### src/rtl/pixel_pkg.sv
// Shared pixel-processing definitions: pixel/channel widths, ALU op codes,
// engine FSM states and a luma helper used by the op block.
package pixel_pkg;

    localparam int unsigned PIX_W  = 12;
    localparam int unsigned CH_W   = 4;
    localparam int unsigned MODE_W = 3;

    // Codes 6 and 7 are unassigned and behave as pass-through.
    typedef enum logic [MODE_W-1:0] {
        MODE_PASS   = 3'd0,
        MODE_INVERT = 3'd1,
        MODE_GRAY   = 3'd2,
        MODE_THRESH = 3'd3,
        MODE_RED    = 3'd4,
        MODE_SWAP   = 3'd5
    } mode_e;

    typedef enum logic [1:0] {
        StIdle,
        StRun,
        StDrain,
        StDone
    } state_e;

    // y = (R + 2G + B) >> 2; the 6-bit sum never exceeds 60, so y fits in a channel.
    function automatic logic [CH_W-1:0] luma(input logic [PIX_W-1:0] pix);
        logic [CH_W+1:0] sum;
        sum = {2'b00, pix[3*CH_W-1:2*CH_W]}
            + {1'b0, pix[2*CH_W-1:CH_W], 1'b0}
            + {2'b00, pix[CH_W-1:0]};
        return sum[CH_W+1:2];
    endfunction

endpackage

### src/rtl/pixel_alu_if.sv
// Memory-controller ALU port: one read channel with fixed latency and one
// write channel, plus the arbiter grant.
interface pixel_alu_if
    import pixel_pkg::*;
#(
    parameter int unsigned RADDR_W = 13,
    parameter int unsigned WADDR_W = 19
);

    logic               gnt;
    logic [RADDR_W-1:0] raddr_alu;
    logic [PIX_W-1:0]   rdata_alu;
    logic [WADDR_W-1:0] waddr_alu;
    logic [PIX_W-1:0]   wdata_alu;
    logic               wen_alu;

    // Engine side.
    modport master (
        input  gnt,
        input  rdata_alu,
        output raddr_alu,
        output waddr_alu,
        output wdata_alu,
        output wen_alu
    );

    // Memory-controller side.
    modport slave (
        output gnt,
        output rdata_alu,
        input  raddr_alu,
        input  waddr_alu,
        input  wdata_alu,
        input  wen_alu
    );

endinterface

### src/rtl/pixel_op.sv
// Combinational per-pixel operation on an RGB444 pixel {R,G,B}.
module pixel_op
    import pixel_pkg::*;
(
    input  logic [MODE_W-1:0] mode,
    input  logic [CH_W-1:0]   thresh,
    input  logic [PIX_W-1:0]  pix,
    output logic [PIX_W-1:0]  res
);

    logic [CH_W-1:0] r;
    logic [CH_W-1:0] g;
    logic [CH_W-1:0] b;
    logic [CH_W-1:0] y;

    assign r = pix[3*CH_W-1:2*CH_W];
    assign g = pix[2*CH_W-1:CH_W];
    assign b = pix[CH_W-1:0];
    assign y = luma(pix);

    // Select the result for the latched mode; unassigned codes pass through.
    always_comb begin
        res = pix;
        case (mode_e'(mode))
            MODE_INVERT: res = ~pix;
            MODE_GRAY:   res = {y, y, y};
            MODE_THRESH: res = (y >= thresh) ? {PIX_W{1'b1}} : {PIX_W{1'b0}};
            MODE_RED:    res = {r, {CH_W{1'b0}}, {CH_W{1'b0}}};
            MODE_SWAP:   res = {b, g, r};
            default:     res = pix;
        endcase
    end

endmodule

### src/rtl/pixel_alu.sv
// Frame-buffer streaming engine: reads NPIX pixels, applies pixel_op and writes
// the results at WBASE onward, at up to one pixel per granted clock.
module pixel_alu
    import pixel_pkg::*;
#(
    parameter int unsigned NPIX     = 8192,
    parameter int unsigned RADDR_W  = 13,
    parameter int unsigned WADDR_W  = 19,
    parameter int unsigned WBASE    = 0,
    parameter int unsigned READ_LAT = 1
) (
    input  logic              sys_clk,
    input  logic              rst,
    input  logic              start,
    input  logic [MODE_W-1:0] mode,
    input  logic [CH_W-1:0]   thresh,
    pixel_alu_if.master       mem,
    output logic              busy,
    output logic              done
);

    localparam int unsigned        CNT_W   = $clog2(NPIX + 1);
    localparam logic [RADDR_W-1:0] LAST_RD = RADDR_W'(NPIX - 1);
    localparam logic [CNT_W-1:0]   NPIX_C  = CNT_W'(NPIX);
    localparam logic [WADDR_W-1:0] WBASE_C = WADDR_W'(WBASE);

    state_e              state_q;
    state_e              state_d;
    logic [RADDR_W-1:0]  rd_idx_q;
    logic [CNT_W-1:0]    wr_cnt_q;
    logic [MODE_W-1:0]   mode_q;
    logic [CH_W-1:0]     thresh_q;
    logic [READ_LAT-1:0] vld_q;
    logic                wen_q;
    logic [WADDR_W-1:0]  waddr_q;
    logic [PIX_W-1:0]    wdata_q;
    logic [PIX_W-1:0]    op_res;
    logic                accept;
    logic                rd_fire;
    logic                vld_last;

    assign accept   = (state_q == StIdle) && start;
    assign rd_fire  = (state_q == StRun) && mem.gnt;
    assign vld_last = vld_q[READ_LAT-1];

    pixel_op u_pixel_op (
        .mode   (mode_q),
        .thresh (thresh_q),
        .pix    (mem.rdata_alu),
        .res    (op_res)
    );

    // Next state: RUN ends on the last issued read, DRAIN on the last write.
    always_comb begin
        state_d = state_q;
        unique case (state_q)
            StIdle:  if (start) state_d = StRun;
            StRun:   if (mem.gnt && (rd_idx_q == LAST_RD)) state_d = StDrain;
            StDrain: if (wr_cnt_q == NPIX_C) state_d = StDone;
            StDone:  state_d = StIdle;
            default: state_d = StIdle;
        endcase
    end

    // State register.
    always_ff @(posedge sys_clk or posedge rst) begin
        if (rst) begin
            state_q <= StIdle;
        end else begin
            state_q <= state_d;
        end
    end

    // Read side: latch op config on start, advance the read index on each grant.
    always_ff @(posedge sys_clk or posedge rst) begin
        if (rst) begin
            rd_idx_q <= '0;
            mode_q   <= '0;
            thresh_q <= '0;
        end else if (accept) begin
            rd_idx_q <= '0;
            mode_q   <= mode;
            thresh_q <= thresh;
        end else if (rd_fire && (rd_idx_q != LAST_RD)) begin
            rd_idx_q <= rd_idx_q + 1'b1;
        end
    end

    // Valid tokens track issued reads through the fixed memory latency.
    always_ff @(posedge sys_clk or posedge rst) begin
        if (rst) begin
            vld_q <= '0;
        end else begin
            vld_q[0] <= rd_fire;
            for (int i = 1; i < int'(READ_LAT); i++) begin
                vld_q[i] <= vld_q[i-1];
            end
        end
    end

    // Compute stage: register the op result and its address; writes stay in order,
    // so a running write count is the pixel index.
    always_ff @(posedge sys_clk or posedge rst) begin
        if (rst) begin
            wen_q    <= 1'b0;
            waddr_q  <= '0;
            wdata_q  <= '0;
            wr_cnt_q <= '0;
        end else begin
            wen_q <= vld_last;
            if (accept) begin
                wr_cnt_q <= '0;
            end else if (vld_last) begin
                wdata_q  <= op_res;
                waddr_q  <= WBASE_C + WADDR_W'(wr_cnt_q);
                wr_cnt_q <= wr_cnt_q + 1'b1;
            end
        end
    end

    assign mem.raddr_alu = rd_idx_q;
    assign mem.waddr_alu = waddr_q;
    assign mem.wdata_alu = wdata_q;
    assign mem.wen_alu   = wen_q;
    assign busy          = (state_q == StRun) || (state_q == StDrain);
    assign done          = (state_q == StDone);

endmodule

### src/flat_wrapper.sv
// flat-port wrapper written by rule: the top's interface ports become plain ports
module pixel_alu_flat import pixel_pkg::*;
#(
    parameter int unsigned NPIX     = 8192,
    parameter int unsigned RADDR_W  = 13,
    parameter int unsigned WADDR_W  = 19,
    parameter int unsigned WBASE    = 0,
    parameter int unsigned READ_LAT = 1
)
  (sys_clk, rst, start, mode, thresh, busy, done, mem_gnt, mem_rdata_alu, mem_raddr_alu, mem_waddr_alu, mem_wdata_alu, mem_wen_alu);
  pixel_alu_if #(.RADDR_W(RADDR_W), .WADDR_W(WADDR_W)) mem_i ();
  input  logic sys_clk;
  input  logic rst;
  input  logic start;
  input  logic [MODE_W-1:0] mode;
  input  logic [CH_W-1:0] thresh;
  output logic busy;
  output logic done;
  input wire logic [$bits(mem_i.gnt)-1:0] mem_gnt;
  input wire logic [$bits(mem_i.rdata_alu)-1:0] mem_rdata_alu;
  output wire logic [$bits(mem_i.raddr_alu)-1:0] mem_raddr_alu;
  output wire logic [$bits(mem_i.waddr_alu)-1:0] mem_waddr_alu;
  output wire logic [$bits(mem_i.wdata_alu)-1:0] mem_wdata_alu;
  output wire logic [$bits(mem_i.wen_alu)-1:0] mem_wen_alu;
  assign mem_i.gnt = mem_gnt;
  assign mem_i.rdata_alu = mem_rdata_alu;
  assign mem_raddr_alu = mem_i.raddr_alu;
  assign mem_waddr_alu = mem_i.waddr_alu;
  assign mem_wdata_alu = mem_i.wdata_alu;
  assign mem_wen_alu = mem_i.wen_alu;
  pixel_alu #(.NPIX(NPIX), .RADDR_W(RADDR_W), .WADDR_W(WADDR_W), .WBASE(WBASE), .READ_LAT(READ_LAT)) u_core (.sys_clk(sys_clk), .rst(rst), .start(start), .mode(mode), .thresh(thresh), .mem(mem_i), .busy(busy), .done(done));
endmodule
### config.mk
export PLATFORM = sky130hd
export DESIGN_NAME = pixel_alu_flat
export DESIGN_NICKNAME = d
export VERILOG_FILES = /design/src/rtl/pixel_pkg.sv /design/src/rtl/pixel_alu_if.sv /design/src/rtl/pixel_op.sv /design/src/rtl/pixel_alu.sv /design/src/flat_wrapper.sv
export SDC_FILE = /design/constraint.sdc
export NUM_CORES = 1
export LEC_CHECK = 0
export ABC_CLOCK_PERIOD_IN_PS = 4200
export BUFFER_PORTS_ARGS = -buffer_cell sky130_fd_sc_hd__buf_2
export CAP_MARGIN = 20
export CORE_ASPECT_RATIO = 1.5
export CORE_MARGIN = 5
export CORE_UTILIZATION = 35
export DETAILED_ROUTE_END_ITERATION = 10
export HOLD_SLACK_MARGIN = 0.12
export PLACE_DENSITY = 0.55
export SLEW_MARGIN = 20
export SYNTH_ARGS = -nofsm -noshare
export SYNTH_HDL_FRONTEND = slang
export SYNTH_SLANG_ARGS = --single-unit
### constraint.sdc
create_clock -name sys_clk -period 4.2 [get_ports sys_clk]
set_input_delay 1.05 -clock sys_clk [delete_from_list [all_inputs] [get_ports sys_clk]]
set_output_delay 1.05 -clock sys_clk [all_outputs]
set_load 0.01 [all_outputs]
After elaboration in Yosys (flattened, before gate mapping)
Cells that the tools add are included.
Widths: inputs -> output; s select.
Operators by class
  bitwise logic cells: 2
  magnitude comparators: 1
  equality and inequality tests: 14
  multiplexer cells: 10
  add/sub/neg operators: 4
  reductions and logical operators: 10
Operators by type and width (number)
  $pmux 12 s5: 1
  $mux 14: 2
  $mux 13: 2
  $add 14x1->14 const B: 1
  $eq 14x14->1 const B: 1
  $add 13x1->13 const B: 1
  $eq 13x13->1 const B: 1
  $ne 13x13->1 const B: 1
  $mux 12: 1
  $not 12->12: 1
  $pmux 2 s4: 1
  $add 4x5->6: 1
  $add 6x4->6: 1
  $eq 3x2->1 const B: 2
  $eq 3x3->1 const B: 2
  $mux 2: 3
  $eq 2x2->1 const B: 2
  $ge 4x4->1: 1
  $logic_and 1x1->1: 4
  $ne 2x2->1 const B: 2
  $reduce_bool 2->1: 2
  $eq 3x1->1 const B: 1
  $reduce_and 3->1: 1
  $eq 2x1->1 const B: 1
  other kinds (5): 5
Word-level totals
  bits in registers: 64
  input bits: 23

Logic depth before layout (Yosys ltp)
  word-level depth: 5
  depth in mapped cells: 13
  gate-level depth less buffers: 13

By module
Synthesis repeated with hierarchy kept, for this count alone.
Unflattened totals
  cells, all modules: 387
  area total of the unflattened synthesis: 3776.1 sq um
By module, submodules not included
  pixel_alu: area an instance 2937.8 sq um, seq. area each 1601.5 sq um, times used 1, cells an instance 261
  pixel_op: area an instance 838.3 sq um, seq. area each 0.0 sq um, times used 1, cells an instance 126

Least setup slack after synthesis
OpenSTA, ideal clock, no wires.
  path kind: input to register
  from: input port mem_rdata_alu[1]
  to: register u_core.wdata_q[4], in the netlist u_core.mem.wdata_alu[4]
  data required time: 4.068 ns
  stages on the path: 12
  arrival time: 3.583 ns
  setup slack: 0.485 ns
  cell sequence: inv_1 -> fa_1 -> and3b_1 -> fa_1 -> a21o_1 -> a21o_1 -> ha_1 -> a211o_1 -> a31oi_1 -> o21ai_0 -> a2111oi_0 -> nor2_1
On the way
  word-level cells in the longest chain between the ends: 4
RTL lines
  from (decl): line flat_wrapper.sv:20  | input wire logic [$bits(mem_i.rdata_alu)-1:0] mem_rdata_alu;
  $add 6x4->6 (*): line pixel_pkg.sv:31  | + {2'b00, pix[CH_W-1:0]};
  $ge 4x4->1: line pixel_op.sv:27  | MODE_THRESH: res = (y >= thresh) ? {PIX_W{1'b1}} : {PIX_W{1'b0}};
  $mux 12: line pixel_op.sv:27
  $pmux 12 s5 (*): line pixel_op.sv:24  | case (mode_e'(mode))
  to (signal assigned): line pixel_alu.sv:114  | wdata_q <= op_res;
  to (decl): line pixel_alu.sv:36  | logic [PIX_W-1:0] wdata_q;
Every way passes the cells marked *; elsewhere a longest branch is shown, timed or not.
A chain may end at the register's enable or synchronous reset.

Final worst setup path
  from: input port mem_rdata_alu[1]
  to: register u_core.wdata_q[0], in the netlist u_core.mem.wdata_alu[0]
The elaborated chain is that of the path after synthesis.

==> metrics <==
number of synthesized flops with an enable pin 0; top cells by area in the synthesized netlist dfrtp_1 (46%), nand2_1 (8.5%), ha_1 (5.4%), nor2_1 (4.1%), xnor2_1 (3.5%); largest fanout of any net on the critical path 4; cell count after synthesis approximately 390; dominant synthesized flop cell dfrtp_1; total of max-cap violations 0; hold bufs inserted after CTS 0; post-cts repair resize count 0; floorplan row count between 40 and 50; TritonCTS buffer count 9; post-synthesis cell area 3497 um^2; share of flip-flops with an asynchronous set or reset after synthesis between 90% and 100%; post-synthesis to final-layout area growth 18.96%; first-pass GRT wire length around 15 mm; count of final setup violators 0; flip-flop and latch count after synthesis between 60 and 70; ratio of final minimum period to clock period 91.14%; share of final-layout standard cells stronger than drive strength 1 19.47%; initial core utilization approximately 36%; summed negative setup slack over all endpoints 0 ns; result of the run completed; Leak Pwr approximately 2.1 nW; routed via count 2976; die height around 130 um; data arrival time of the worst path about 4.1 ns; cell chosen for the clock root clkbuf_16; number of buffers inserted by post-CTS setup repair 0; RePlAce Congestion between 0.8 and 0.9; critical path required time roughly 4.4 ns; Worst Path Class, Setup in2reg; critical path launch point type input pin; Worst Setup Slack post-DPL between 0.015 and 0.02 ns; cell type with the highest aggregate area in the netlist dfrtp_1; Crit. End Element flip-flop; global-route met1 utilization 17.85%; TritonCTS clock tree done; commonest non-fill, non-tap cell in the layout nand2_1; count of cell types in the netlist 48; detailed-placement wirelength estimate between 6 and 7 mm; clk slew on worst S/H paths approximately 0.050 ns; clock latency reported for the late side of the worst-skew pair 0.33 ns; worst reg2reg path depth 7; Die Width approximately 92 um; sequential area share after synthesis between 40% and 50%; wire per inst between 15 and 20 um; worst-case clock buffer depth 2; Detailed Route WL between 8 and 9 mm; overall power after layout 2.612 mW; detail-routed via count per cell roughly 5.2; clock period minus worst slack 3.828 ns; Boundary Pins 70; total global routing overflow 0; fraction of post-synthesis cell area in the top cell type by area a little under half; Worst IR Drop VDD approximately 0.00027 V; All-Layer GR Usage between 10% and 20%; count of pins over their slew limit 0; cell depth of the worst hold path 2; number of antenna violations at the first check in global routing 0; input/output buffers between 60 and 70; GRT met3 Usage under 10%; final hold violations 0; remaining number of nets flagged by the antenna check after routing 0; number of remaining DRC errors 0; Setup Skew 0.003731 ns; final net count between 400 and 500; 1st-pass router iterations 4; met2 track demand over resource in global routing approximately 28%; die area ~12000 um^2; level count of the clock H-tree 3; layer with the highest usage after global routing met2; top library cells by usage in the layout, fill and taps aside nand2_1 (79), buf_2 (64), dfrtp_1 (64), nor2_1 (38), o21ai_0 (24); minimum setup slack among reg-to-reg paths 1.93 ns; CTS sink cnt 64; via count of the first global-routing pass approximately 3100; power per standard cell area around 630 nW/um^2; number of synthesis warnings 0; unrepaired setup endpoints after global routing no; standard cell core area between 9000 and 10000 um^2; layout filler cell count roughly 980; timing-limited maximum frequency between 200 and 300 MHz; Iteration-0 DRC Markers approximately 150; slew at the pin closest to its max-slew limit between 0.8 and 0.9 ns; number of diodes 0; syn avg cell area approximately 9 um^2; footprint of the flip-flops and latches 1602 um^2; fin worst setup slack about 0.37 ns; area of combinational cells with multiple inputs 1732 um^2; pin count of the biggest net entering global routing 34; Worst slew margin 44.58%; min-delay worst type reg2reg
[synthesized netlist by cell type, drive strengths merged, types with 2 or more instances]
| library cell | number |
|---|---|
| ha | 15 |
| a21oi | 17 |
| xnor2 | 14 |
| o21ai | 24 |
| a31oi | 2 |
| a22o | 3 |
| mux2i | 6 |
| nand2 | 79 |
| nor3 | 12 |
| nand4 | 7 |
| nor2 | 38 |
| or3 | 5 |
| a22oi | 2 |
| a21o | 3 |
| a221oi | 4 |
| nor4 | 6 |
| clkbuf | 14 |
| and2 | 2 |
| dfrtp | 64 |
| fa | 4 |
| nor2b | 2 |
| and3 | 3 |
| buf | 8 |
| nand2b | 3 |
| xor2 | 9 |
| inv | 18 |
| a2111oi | 2 |
| nand3 | 8 |
[cell type report]
class | count | share of cell area, %
Timing Repair Buffer | 67 | 8.241
Tap cell | 115 | 3.459
Clock buffer | 11 | 6.075
Multi-Input combinational cell | 288 | 41.62
Clock inverter | 4 | 0.4812
Sequential cell | 64 | 38.50
Inverter | 18 | 1.624
[cell families after synthesis]
family,Yosys count,share of synthesized area [%]
AO/OA/AOI/OAI,63,11.06
other,1,0.1072
AND/OR/NAND/NOR,171,22.47
XOR/XNOR,23,5.760
buffers and inverters,40,5.116
multiplexers,7,2.039
adder cells (fa/ha/maj),19,7.657
flip-flops,64,45.80
[power breakdown]
group,leakage (nW),switching [mW],total [mW],internal (mW)
registers,0.841,0.182,0.984,0.802
clock network,0.141,0.255,0.678,0.423
logic,1.10,0.567,0.950,0.383
total,2.09,1.00,2.61,1.61
[through the flow]
| step | cell area [um^2] | hold slack [ns] | cells | util [%] |
|---|---|---|---|---|
| 3_3_place_gp | 3887 | 0.4579 | 552 | 39.89 |
| 5_1_grt | 4160 | 0.4940 | 567 | 42.69 |
| 6_report | 4160 | 0.4670 | 567 | 42.69 |
| 4_1_cts | 4160 | 0.4698 | 567 | 42.69 |
| 3_5_place_dp | 3887 | 0.4571 | 552 | 39.89 |
| 2_1_floorplan | 3512 | 0.3519 | 392 | - |
[final timing paths]
| check | start | end |
|---|---|---|
| worst max-delay path | mem_rdata_alu[1] | u_core.mem.wdata_alu[0] |
| worst min-delay path | u_core.mem.waddr_alu[13] | u_core.mem.waddr_alu[13] |
| worst max register to register | u_core.state_q[0] | u_core.mem.wdata_alu[2] |
| worst min register to register | u_core.mem.waddr_alu[13] | u_core.mem.waddr_alu[13] |
| max in group asynchronous | rst | u_core.mem.waddr_alu[7] |
| min in group asynchronous | rst | u_core.mem.raddr_alu[8] |
[critical path, cell delays in order]
cell and delay [ns]:
buf_2 0.11, inv_1 0.06, fa_1 0.54, and3b_1 0.20, fa_1 0.41, a21o_1 0.19, a21o_1 0.19, ha_1 0.28
nor2_1 0.04, or3_1 0.37, o21ai_0 0.34, a221oi_1 0.10, o21ai_0 0.20
[layer usage]
metal	routed length (um)	part of all wire, %
met4	390	4.3
met2	4714	53
met3	479	5.3
met1	3386	38
met5	0	0
[sequential cells by signal (all words and copies together) (netlist names)]
register              flops
u_core.state_q            2
u_core.wr_cnt_q          14
u_core.mem.waddr_alu     14
u_core.thresh_q           4
u_core.vld_last           1
u_core.mem.raddr_alu     13
u_core.mode_q             3
u_core.mem.wen_alu        1
u_core.mem.wdata_alu     12
Note: power is estimated with default switching activity, not from simulation.
